[config.mk]
export PLATFORM = sky130hd
export DESIGN_NAME = eeg_pea_eng_pe_feed_flat
export DESIGN_NICKNAME = d
export VERILOG_FILES = /design/src/rtl/eeg_pea_eng_pe_feed_if.sv /design/src/rtl/eeg_pea_eng_pe_feed.sv /design/src/flat_wrapper.sv
export SDC_FILE = /design/constraint.sdc
export NUM_CORES = 1
export LEC_CHECK = 0
export BUFFER_PORTS_ARGS = -buffer_cell sky130_fd_sc_hd__buf_2
export CAP_MARGIN = 0
export CORE_MARGIN = 10
export CORE_UTILIZATION = 49
export DETAILED_ROUTE_END_ITERATION = 8
export PLACE_DENSITY = 0.72
export SLEW_MARGIN = 5
export SYNTH_ARGS = -nofsm -noshare
export SYNTH_HDL_FRONTEND = slang
export SYNTH_SLANG_ARGS = --single-unit
export TNS_END_PERCENT = 100
[constraint.sdc]
create_clock -name clk -period 15.1 [get_ports clk]
set_clock_uncertainty 0.1 [all_clocks]
set_input_delay 1.51 -clock clk [delete_from_list [all_inputs] [get_ports clk]]
set_output_delay 1.51 -clock clk [all_outputs]
set_load 0.02 [all_outputs]
[src/rtl/eeg_pea_eng_pe_feed_if.sv]
`default_nettype none
// ============================================================================
// Module      : eeg_pea_eng_pe_feed_if
// Description : PE DIN stream (activation/weight beat with valid/ready).
// Revision    : 1.0  initial release
// ============================================================================
interface eeg_pea_eng_pe_feed_if #(
    parameter int DATA_ACT_DW = 8,
    parameter int DATA_WEI_DW = 8,
    parameter int ARAM_ADD_AW = 10,
    parameter int CONV_WEI_DW = 3
) ();
    logic                   DIN_VLD;
    logic                   DIN_RDY;
    logic                   ACT_LST;
    logic                   WEI_LST;
    logic [DATA_ACT_DW-1:0] ACT_DAT;
    logic [ARAM_ADD_AW-1:0] ACT_ADD;
    logic [DATA_WEI_DW-1:0] WEI_DAT;
    logic [CONV_WEI_DW-1:0] WEI_IDX;

    modport master (
        output DIN_VLD, ACT_LST, WEI_LST, ACT_DAT, ACT_ADD, WEI_DAT, WEI_IDX,
        input  DIN_RDY
    );

    modport slave (
        input  DIN_VLD, ACT_LST, WEI_LST, ACT_DAT, ACT_ADD, WEI_DAT, WEI_IDX,
        output DIN_RDY
    );
endinterface
`default_nettype wire

[src/rtl/eeg_pea_eng_pe_feed.sv]
`default_nettype none
// ============================================================================
// Module      : eeg_pea_eng_pe_feed
// Description : Reads a run of activations from ARAM and streams every
//               (activation, weight tap) pair to one PE over valid/ready.
//               Optional macro FEED_ZERO_SKIP_EN drops zero activations.
// Revision    : 1.0  initial release
// ============================================================================
module eeg_pea_eng_pe_feed #(
    parameter int DATA_ACT_DW = 8,
    parameter int DATA_WEI_DW = 8,
    parameter int ARAM_ADD_AW = 10,
    parameter int CONV_WEI_DW = 3,
    parameter int WEI_NUM     = 8
) (
    input  logic                           clk,
    input  logic                           rst,
    input  logic                           START,
    input  logic [ARAM_ADD_AW-1:0]         CFG_ACT_BASE,
    input  logic [ARAM_ADD_AW:0]           CFG_ACT_LEN,
    input  logic [CONV_WEI_DW-1:0]         CFG_CONV_WEI,
    input  logic [WEI_NUM*DATA_WEI_DW-1:0] CFG_WEI_VEC,
    output logic                           BUSY,
    output logic                           DONE,
    output logic                           ARAM_REN,
    output logic [ARAM_ADD_AW-1:0]         ARAM_ADD,
    input  logic [DATA_ACT_DW-1:0]         ARAM_DAT,
    eeg_pea_eng_pe_feed_if.master          din
);
    localparam logic [1:0] c_ST_IDLE  = 2'd0;
    localparam logic [1:0] c_ST_PRIME = 2'd1;
    localparam logic [1:0] c_ST_FEED  = 2'd2;
    localparam logic [1:0] c_ST_DONE  = 2'd3;

    localparam logic [ARAM_ADD_AW:0]   c_IDX_ONE  = (ARAM_ADD_AW+1)'(1);
    localparam logic [CONV_WEI_DW-1:0] c_TAP_ONE  = CONV_WEI_DW'(1);
    localparam logic [CONV_WEI_DW:0]   c_WEI_NUM  = (CONV_WEI_DW+1)'(WEI_NUM);
    localparam logic [CONV_WEI_DW-1:0] c_WEI_LAST = CONV_WEI_DW'(WEI_NUM-1);

    logic [1:0]                   r_state;
    logic [1:0]                   w_state_nxt;

    logic [ARAM_ADD_AW-1:0]       r_base;
    logic [ARAM_ADD_AW:0]         r_len;
    logic [CONV_WEI_DW-1:0]       r_tap_last;
    logic [WEI_NUM*DATA_WEI_DW-1:0] r_wei_vec;

    logic [ARAM_ADD_AW:0]         r_rd_idx;
    logic                         r_dv;
    logic [ARAM_ADD_AW:0]         r_dv_idx;

    logic                         r_pf_vld;
    logic [DATA_ACT_DW-1:0]       r_pf_dat;
    logic [ARAM_ADD_AW:0]         r_pf_idx;

    logic                         r_cur_vld;
    logic [DATA_ACT_DW-1:0]       r_cur_dat;
    logic [ARAM_ADD_AW:0]         r_cur_idx;
    logic [CONV_WEI_DW-1:0]       r_tap;

    logic [CONV_WEI_DW:0]         w_cw_ext;
    logic [CONV_WEI_DW-1:0]       w_tap_last_cfg;
    logic [ARAM_ADD_AW:0]         w_len_m1;
    logic                         w_fire;
    logic                         w_tap_end;
    logic                         w_cur_done;
    logic                         w_cur_last;
    logic                         w_keep;
    logic                         w_in_vld;
    logic                         w_run;
    logic [1:0]                   w_occ;
    logic                         w_issue;

    // Tap count 0 means one tap; anything above WEI_NUM saturates.
    always_comb begin
        w_cw_ext       = {1'b0, CFG_CONV_WEI};
        w_tap_last_cfg = '0;
        if (w_cw_ext == '0) begin
            w_tap_last_cfg = '0;
        end else if (w_cw_ext > c_WEI_NUM) begin
            w_tap_last_cfg = c_WEI_LAST;
        end else begin
            w_tap_last_cfg = CFG_CONV_WEI - c_TAP_ONE;
        end
    end

    assign w_len_m1   = r_len - c_IDX_ONE;
    assign w_fire     = r_cur_vld & din.DIN_RDY;
    assign w_tap_end  = (r_tap == r_tap_last);
    assign w_cur_done = w_fire & w_tap_end;
    assign w_cur_last = (r_cur_idx == w_len_m1);

`ifdef FEED_ZERO_SKIP_EN
    assign w_keep = (ARAM_DAT != '0) || (r_dv_idx == w_len_m1);
`else
    assign w_keep = 1'b1;
`endif
    assign w_in_vld = r_dv & w_keep;

    // A read is launched only when its data is certain to find a free slot
    // (current beat or prefetch) two edges later, even if the PE stalls.
    assign w_run   = (r_state == c_ST_PRIME) || (r_state == c_ST_FEED);
    assign w_occ   = 2'(r_cur_vld) + 2'(r_pf_vld) + 2'(r_dv) - 2'(w_cur_done);
    assign w_issue = w_run && (r_rd_idx < r_len) && (w_occ <= 2'd1);

    assign ARAM_REN = w_issue;
    assign ARAM_ADD = r_base + r_rd_idx[ARAM_ADD_AW-1:0];

    always_ff @(posedge clk or posedge rst) begin
        if (rst) begin
            r_state <= c_ST_IDLE;
        end else begin
            r_state <= w_state_nxt;
        end
    end

    always_comb begin
        w_state_nxt = r_state;
        BUSY        = 1'b0;
        DONE        = 1'b0;
        case (r_state)
            c_ST_IDLE: begin
                if (START) begin
                    w_state_nxt = (CFG_ACT_LEN == '0) ? c_ST_DONE : c_ST_PRIME;
                end
            end
            c_ST_PRIME: begin
                BUSY        = 1'b1;
                w_state_nxt = c_ST_FEED;
            end
            c_ST_FEED: begin
                BUSY = 1'b1;
                if (w_cur_done && w_cur_last) begin
                    w_state_nxt = c_ST_DONE;
                end
            end
            c_ST_DONE: begin
                BUSY        = 1'b1;
                DONE        = 1'b1;
                w_state_nxt = c_ST_IDLE;
            end
            default: w_state_nxt = c_ST_IDLE;
        endcase
    end

    always_ff @(posedge clk or posedge rst) begin
        if (rst) begin
            r_base     <= '0;
            r_len      <= '0;
            r_tap_last <= '0;
            r_wei_vec  <= '0;
            r_rd_idx   <= '0;
            r_dv       <= 1'b0;
            r_dv_idx   <= '0;
            r_pf_vld   <= 1'b0;
            r_pf_dat   <= '0;
            r_pf_idx   <= '0;
            r_cur_vld  <= 1'b0;
            r_cur_dat  <= '0;
            r_cur_idx  <= '0;
            r_tap      <= '0;
        end else if ((r_state == c_ST_IDLE) && START) begin
            r_base     <= CFG_ACT_BASE;
            r_len      <= CFG_ACT_LEN;
            r_tap_last <= w_tap_last_cfg;
            r_wei_vec  <= CFG_WEI_VEC;
            r_rd_idx   <= '0;
            r_dv       <= 1'b0;
            r_pf_vld   <= 1'b0;
            r_cur_vld  <= 1'b0;
            r_tap      <= '0;
        end else begin
            r_dv <= w_issue;
            if (w_issue) begin
                r_dv_idx <= r_rd_idx;
                r_rd_idx <= r_rd_idx + c_IDX_ONE;
            end

            if (r_cur_vld && !w_cur_done) begin
                if (w_fire) begin
                    r_tap <= r_tap + c_TAP_ONE;
                end
                if (w_in_vld) begin
                    r_pf_vld <= 1'b1;
                    r_pf_dat <= ARAM_DAT;
                    r_pf_idx <= r_dv_idx;
                end
            end else begin
                r_tap <= '0;
                // Prefetched activation is older than the one on the bus.
                if (r_pf_vld) begin
                    r_cur_vld <= 1'b1;
                    r_cur_dat <= r_pf_dat;
                    r_cur_idx <= r_pf_idx;
                    r_pf_vld  <= w_in_vld;
                    r_pf_dat  <= ARAM_DAT;
                    r_pf_idx  <= r_dv_idx;
                end else begin
                    r_cur_vld <= w_in_vld;
                    r_cur_dat <= ARAM_DAT;
                    r_cur_idx <= r_dv_idx;
                end
            end
        end
    end

    assign din.DIN_VLD = r_cur_vld;
    assign din.ACT_LST = r_cur_vld & w_cur_last;
    assign din.WEI_LST = r_cur_vld & w_tap_end;
    assign din.ACT_DAT = r_cur_dat;
    assign din.ACT_ADD = r_cur_idx[ARAM_ADD_AW-1:0];
    assign din.WEI_DAT = r_wei_vec[int'(r_tap)*DATA_WEI_DW +: DATA_WEI_DW];
    assign din.WEI_IDX = r_tap;

endmodule
`default_nettype wire
[src/flat_wrapper.sv]
// flat-port wrapper written by rule: the top's interface ports become plain ports
module eeg_pea_eng_pe_feed_flat 
#(
    parameter int DATA_ACT_DW = 8,
    parameter int DATA_WEI_DW = 8,
    parameter int ARAM_ADD_AW = 10,
    parameter int CONV_WEI_DW = 3,
    parameter int WEI_NUM     = 8
)
  (clk, rst, START, CFG_ACT_BASE, CFG_ACT_LEN, CFG_CONV_WEI, CFG_WEI_VEC, BUSY, DONE, ARAM_REN, ARAM_ADD, ARAM_DAT, din_DIN_VLD, din_ACT_LST, din_WEI_LST, din_ACT_DAT, din_ACT_ADD, din_WEI_DAT, din_WEI_IDX, din_DIN_RDY);
  eeg_pea_eng_pe_feed_if #(.DATA_ACT_DW(DATA_ACT_DW), .DATA_WEI_DW(DATA_WEI_DW), .ARAM_ADD_AW(ARAM_ADD_AW), .CONV_WEI_DW(CONV_WEI_DW)) din_i ();
  input  logic clk;
  input  logic rst;
  input  logic START;
  input  logic [ARAM_ADD_AW-1:0] CFG_ACT_BASE;
  input  logic [ARAM_ADD_AW:0] CFG_ACT_LEN;
  input  logic [CONV_WEI_DW-1:0] CFG_CONV_WEI;
  input  logic [WEI_NUM*DATA_WEI_DW-1:0] CFG_WEI_VEC;
  output logic BUSY;
  output logic DONE;
  output logic ARAM_REN;
  output logic [ARAM_ADD_AW-1:0] ARAM_ADD;
  input  logic [DATA_ACT_DW-1:0] ARAM_DAT;
  output wire logic [$bits(din_i.DIN_VLD)-1:0] din_DIN_VLD;
  output wire logic [$bits(din_i.ACT_LST)-1:0] din_ACT_LST;
  output wire logic [$bits(din_i.WEI_LST)-1:0] din_WEI_LST;
  output wire logic [$bits(din_i.ACT_DAT)-1:0] din_ACT_DAT;
  output wire logic [$bits(din_i.ACT_ADD)-1:0] din_ACT_ADD;
  output wire logic [$bits(din_i.WEI_DAT)-1:0] din_WEI_DAT;
  output wire logic [$bits(din_i.WEI_IDX)-1:0] din_WEI_IDX;
  input wire logic [$bits(din_i.DIN_RDY)-1:0] din_DIN_RDY;
  assign din_DIN_VLD = din_i.DIN_VLD;
  assign din_ACT_LST = din_i.ACT_LST;
  assign din_WEI_LST = din_i.WEI_LST;
  assign din_ACT_DAT = din_i.ACT_DAT;
  assign din_ACT_ADD = din_i.ACT_ADD;
  assign din_WEI_DAT = din_i.WEI_DAT;
  assign din_WEI_IDX = din_i.WEI_IDX;
  assign din_i.DIN_RDY = din_DIN_RDY;
  eeg_pea_eng_pe_feed #(.DATA_ACT_DW(DATA_ACT_DW), .DATA_WEI_DW(DATA_WEI_DW), .ARAM_ADD_AW(ARAM_ADD_AW), .CONV_WEI_DW(CONV_WEI_DW), .WEI_NUM(WEI_NUM)) u_core (.clk(clk), .rst(rst), .START(START), .CFG_ACT_BASE(CFG_ACT_BASE), .CFG_ACT_LEN(CFG_ACT_LEN), .CFG_CONV_WEI(CFG_CONV_WEI), .CFG_WEI_VEC(CFG_WEI_VEC), .BUSY(BUSY), .DONE(DONE), .ARAM_REN(ARAM_REN), .ARAM_ADD(ARAM_ADD), .ARAM_DAT(ARAM_DAT), .din(din_i));
endmodule
## After elaboration in Yosys (flattened, before gate mapping)

Cells that the tools add are included.

| cells by class | value |
|---|---|
| shift-type cells | 1 |
| eq/ne operators | 11 |
| $add $sub $neg | 8 |
| muxes and demuxes | 29 |
| $lt $le $gt $ge | 3 |
| reductions and logical operators | 17 |
| bitwise logic cells | 6 |

Operators with widths:

| kind | number |
|---|---|
| $mux 11 | 6 |
| $shiftx 64x7->8 | 1 |
| $mux 8 | 4 |
| $mux 3 | 5 |
| $add 11x1->11 const B | 1 |
| $eq 11x11->1 | 1 |
| $logic_not 11->1 | 1 |
| $lt 11x11->1 | 1 |
| $sub 11x1->11 const B | 1 |
| $add 10x10->10 | 1 |
| $mux 1 | 10 |
| $pmux 2 s4 | 1 |
| $mux 2 | 3 |
| $ne 3x1->1 const B | 2 |
| $reduce_and 2->1 | 3 |
| $logic_and 1x1->1 | 5 |
| $and 1x1->1 | 4 |
| $eq 2x2->1 const B | 2 |
| $gt 3x4->1 const B | 1 |
| $ne 2x1->1 const B | 2 |
| $ne 2x2->1 const B | 2 |
| $reduce_bool 2->1 | 2 |
| $add 3x1->3 const B | 1 |
| $eq 3x3->1 | 1 |
| other kinds (13) | 14 |

| word-level totals | value |
|---|---|
| register bits | 156 |
| output and inout bits | 45 |
| input bits | 100 |

## Depth between registers and ports, before layout

| depth | value |
|---|---|
| word-level depth | 7 |
| mapped depth | 16 |
| gate-level depth less buffers | 14 |

## Worst setup path after synthesis

OpenSTA, ideal clock, no wires.

| timing path | value |
|---|---|
| path kind | in2out |
| start | in din_DIN_RDY |
| end | out ARAM_REN |
| path slack | 9.982 ns |
| cell stages on the path | 11 |
| required time | 13.490 ns |
| buffers on the path | 1 |
| arrival | 3.508 ns |
| cells stage by stage | nand2_1 > nor2_1 > ha_1 > inv_1 > ha_1 > a21oi_1 > xnor2_1 > a2111oi_0 > nand2_1 > a21oi_1 > clkbuf_1 |

| between the ends | value |
|---|---|
| word-level cells in the longest chain between the ends | 5 |

Ends and longest elaborated chain:

| item | RTL line | source |
|---|---|---|
| from (decl) | flat_wrapper.sv:31 | `input wire logic [$bits(din_i.DIN_RDY)-1:0] din_DIN_RDY;` |
| $and 1x1->1 | eeg_pea_eng_pe_feed.sv:88 | `assign w_fire = r_cur_vld & din.DIN_RDY;` |
| $and 1x1->1 | eeg_pea_eng_pe_feed.sv:90 | `assign w_cur_done = w_fire & w_tap_end;` |
| $sub 2x1->2 | eeg_pea_eng_pe_feed.sv:103 | `assign w_occ = 2'(r_cur_vld) + 2'(r_pf_vld) + 2'(r_dv) - 2'(w_cur_done);` |
| $le 2x1->1 | eeg_pea_eng_pe_feed.sv:104 | `assign w_issue = w_run && (r_rd_idx < r_len) && (w_occ <= 2'd1);` |
| $logic_and 1x1->1 | eeg_pea_eng_pe_feed.sv:104 |  |
| to (decl) | flat_wrapper.sv:21 | `output logic ARAM_REN;` |

Every way passes these cells.

## Worst setup path in the final report

| timing path | value |
|---|---|
| start | reg u_core.r_tap[1], in the netlist u_core.din.WEI_IDX[1] |
| end | out ARAM_REN |

| between the ends | value |
|---|---|
| word-level cells in the longest chain between the ends | 5 |

Ends and longest elaborated chain:

| item | RTL line | source |
|---|---|---|
| from (decl) | eeg_pea_eng_pe_feed.sv:59 | `logic [CONV_WEI_DW-1:0] r_tap;` |
| from (signal assigned) | eeg_pea_eng_pe_feed.sv:181 | `r_tap <= r_tap + c_TAP_ONE;` |
| $eq 3x3->1 | eeg_pea_eng_pe_feed.sv:89 | `assign w_tap_end = (r_tap == r_tap_last);` |
| $and 1x1->1 | eeg_pea_eng_pe_feed.sv:90 |  |
| $sub 2x1->2 | eeg_pea_eng_pe_feed.sv:103 |  |
| $le 2x1->1 | eeg_pea_eng_pe_feed.sv:104 |  |
| $logic_and 1x1->1 | eeg_pea_eng_pe_feed.sv:104 |  |

Every way passes these cells.

==> metrics.yaml <==
nets: 1063
finalPower_uw: 2080
status: "complete, no violations"
final_area_sq_um: 9370
yosys_register_bits: 156
worstSkewPairLatency_ns: 0.43
synth_top_area_share_pct: 49.1
wl_per_cell_um: 16.4
first_global_vias: 6082
crit_path_start: "u_core.din.WEI_IDX[1]"
gp_congestion: 0.865
drt_iter0_markers: 410
cp-end-kind: "primary output"
cts_tree: "yes"
drtPass1Iterations: 4
n_fill_cell: 1418
setup_violations: 0
synth_top_flop_cell: "dfrtp_1"
grt_setup_unrepaired: "no"
core_area_sq_um: 15900
dp_slack_ns: 9.77
hp-class: "flop to flop"
ant_nets: 0
path_clk_slew_ns: 0.06
start_util_pct: 50.0
ys_types: 57
worst-r2r-setup-slack_ns: 10.44
syn_area_per_cell_sq_um: 9.83
dr.max_layer_used: "met4"
dr_total_vias: 6013
synth_top_area_cell: "dfrtp_1"
worst_setup_path_start_kind: "flop"
cts_setup_buffers: 0
design.portCount: 145
fin_ws_ns: 9.29
synth_cells: 809
fin_crit_sh_pct: 38.5
die_w_um: 147
overflow: 0
synth_area_sq_um: 7950
ys_seq_area_share_pct: 49.1
synth_edf_count: 0
reg2reg_depth: 15
max_cap_viol_count: 0
routed_via_density: 5.18
dp_hpwl_mm: 13.6
cp.arrival_ns: 4.20
syn_to_final_growth_pct: 17.9
syn-num-nets: 940
die_y_um: 147
rr_endpoint: "u_core.r_dv_idx[10]"
leakage_uw: 0.00475
cts_resized: 0
tightestPinTransition_ns: 1.01
fin_setup_tns_ns: 0
wl_met3_mm: 1.09
drc: 0
portBuffers: 144
cts_root_buffer: "clkbuf_16"
path_class: "flop to primary output"
dieArea_sq_um: 21700
numCtsBuffers: 17
route.met2.wl_mm: 8.90
placed_cells: 1129
worstPathRequired_ns: 13.49
async_reset_ff_share_pct: 100
ys_top_cells_by_area: "dfrtp_1 49%, nand2_1 12%, mux2_2 5.5%, ha_1 4.7%, mux4_2 4.5%"
met1_length_mm: 8.82
wl_mm: 19.1
grt_pass1_wl_mm: 31.3
drive_above_1_share_pct: 26.5
min_period_ns: 5.81
hold_buffers: 0
antenna_found_initial: 1
detailed_place.area_sq_um: 8790
maxSlewViolCount: 0
grt_use_total_pct: 17.8
clock_sinks: 156
clk_path_buf_depth: 2
power_density_nw_per_um2: 222
hold_violations: 0
slew_headroom_pct: 32.4
clock.fmax_mhz: 172
r2r_start: "u_core.din.WEI_IDX[1]"
stdcell_count: 1161
synth_warnings: 0
h-tree-depth: 4
grt_max_degree: 106
worstPathMaxFanout: 20
num_rows: 46
ir_drop_uv: 144
critPathCapture: "ARAM_REN"
per-stage QoR:
| step | utilization (%) | hold slack, ns |
|---|---|---|
| after floorplan | - | 0.340 |
| after detailed placement | 55.3 | 0.359 |
| after CTS | 59.0 | 0.374 |
| after global placement | 55.3 | 0.352 |
| final | 59.0 | 0.371 |
| after global routing | 59.0 | 0.385 |
cell usage after synthesis (all sizes together) (5+ instances only):
| cell | count |
|---|---|
| a2111oi | 5 |
| a21oi | 39 |
| and2 | 5 |
| buf | 19 |
| clkbuf | 28 |
| dfrtp | 156 |
| ha | 30 |
| inv | 30 |
| mux2 | 40 |
| mux2i | 21 |
| mux4 | 16 |
| nand2 | 251 |
| nand2b | 6 |
| nor2 | 39 |
| nor3 | 9 |
| o21ai | 21 |
| xnor2 | 16 |
| xor2 | 13 |
state kept, by name, summed over array words and instances (netlist names), 3 cells and up:
register / count
u_core.din.ACT_DAT: 8
u_core.din.WEI_IDX: 3
u_core.r_base: 10
u_core.r_cur_idx: 11
u_core.r_dv_idx: 11
u_core.r_len: 11
u_core.r_pf_dat: 8
u_core.r_pf_idx: 11
u_core.r_rd_idx: 11
u_core.r_tap_last: 3
u_core.r_wei_vec: 64
final cells by class:
type	count	area, sq um	share of cell area [%]
tap	216	270	2.88
clock buffer	22	494	5.27
multi-input combinational	576	3720	39.7
timing repair buffer	151	773	8.25
clock inverter	9	86.3	0.921
sequential	156	3900	41.7
inverter	30	118	1.26
antenna	1	2.50	0.0267
layer usage:
metal  vias to the layer above  GRT usage [%]
li1                       2970              -
met1                      2864           23.4
met2                       157           28.3
met3                        22           4.73
met4                         0           5.35
met5                         -              0
worst min path at each step:
stage                    startpoint                   end  slack [ns]  cells after the start
5_1_grt        u_core.r_wei_vec[22]  u_core.r_wei_vec[22]        0.38                      2
2_1_floorplan  u_core.r_wei_vec[16]  u_core.r_wei_vec[16]        0.34                      2
3_5_place_dp   u_core.r_wei_vec[16]  u_core.r_wei_vec[16]        0.36                      2
4_1_cts        u_core.r_wei_vec[16]  u_core.r_wei_vec[16]        0.37                      2
6_report       u_core.r_wei_vec[29]  u_core.r_wei_vec[29]        0.37                      2
3_3_place_gp   u_core.r_wei_vec[27]  u_core.r_wei_vec[27]        0.35                      2
cell families (layout without fill, tap and decap cells):
group           count (synthesis)  in the layout  synth area share [%]
simple gates                  339            339                  17.7
compound gates                100            100                  7.98
flops                         156            156                  49.1
other cells                     0              1                     0
fa+ha+maj                      31             31                  4.97
mux                            77             77                  12.8
xor+xnor                       29             29                  3.19
buf+inv                        77            212                  4.17
power breakdown:
part | leakage, uW | total (uW) | internal (uW) | switching, uW
combinational | 0.00251 | 938 | 393 | 545
sequential | 0.00196 | 730 | 591 | 139
clock | 0.000273 | 416 | 247 | 168
cell usage in the layout, fill, tap and decap left out, types with 21 or more instances in the layout:
cell type  netlist  layout
o21ai_0         21      21
buf_2            4     144
nor2_1          38      37
ha_1            30      30
mux2_2          39      39
nand2_1        251     250
dfrtp_1        156     156
inv_1           30      29
mux2i_1         21      21
a21oi_1         38      38
worst max-delay path: stages (launching register included):
cell,delay (ns)
dfrtp_1,0.94
xor2_1,0.18
nor3_1,0.43
nand2_1,0.18
nor2_1,0.12
ha_1,0.23
inv_1,0.06
ha_1,0.23
a21oi_1,0.17
xnor2_1,0.09
a2111oi_0,0.37
nand2_1,0.20
a21oi_1,0.16
buf_4,0.21
buf_2,0.20
Power figures use the tool's default switching activity.
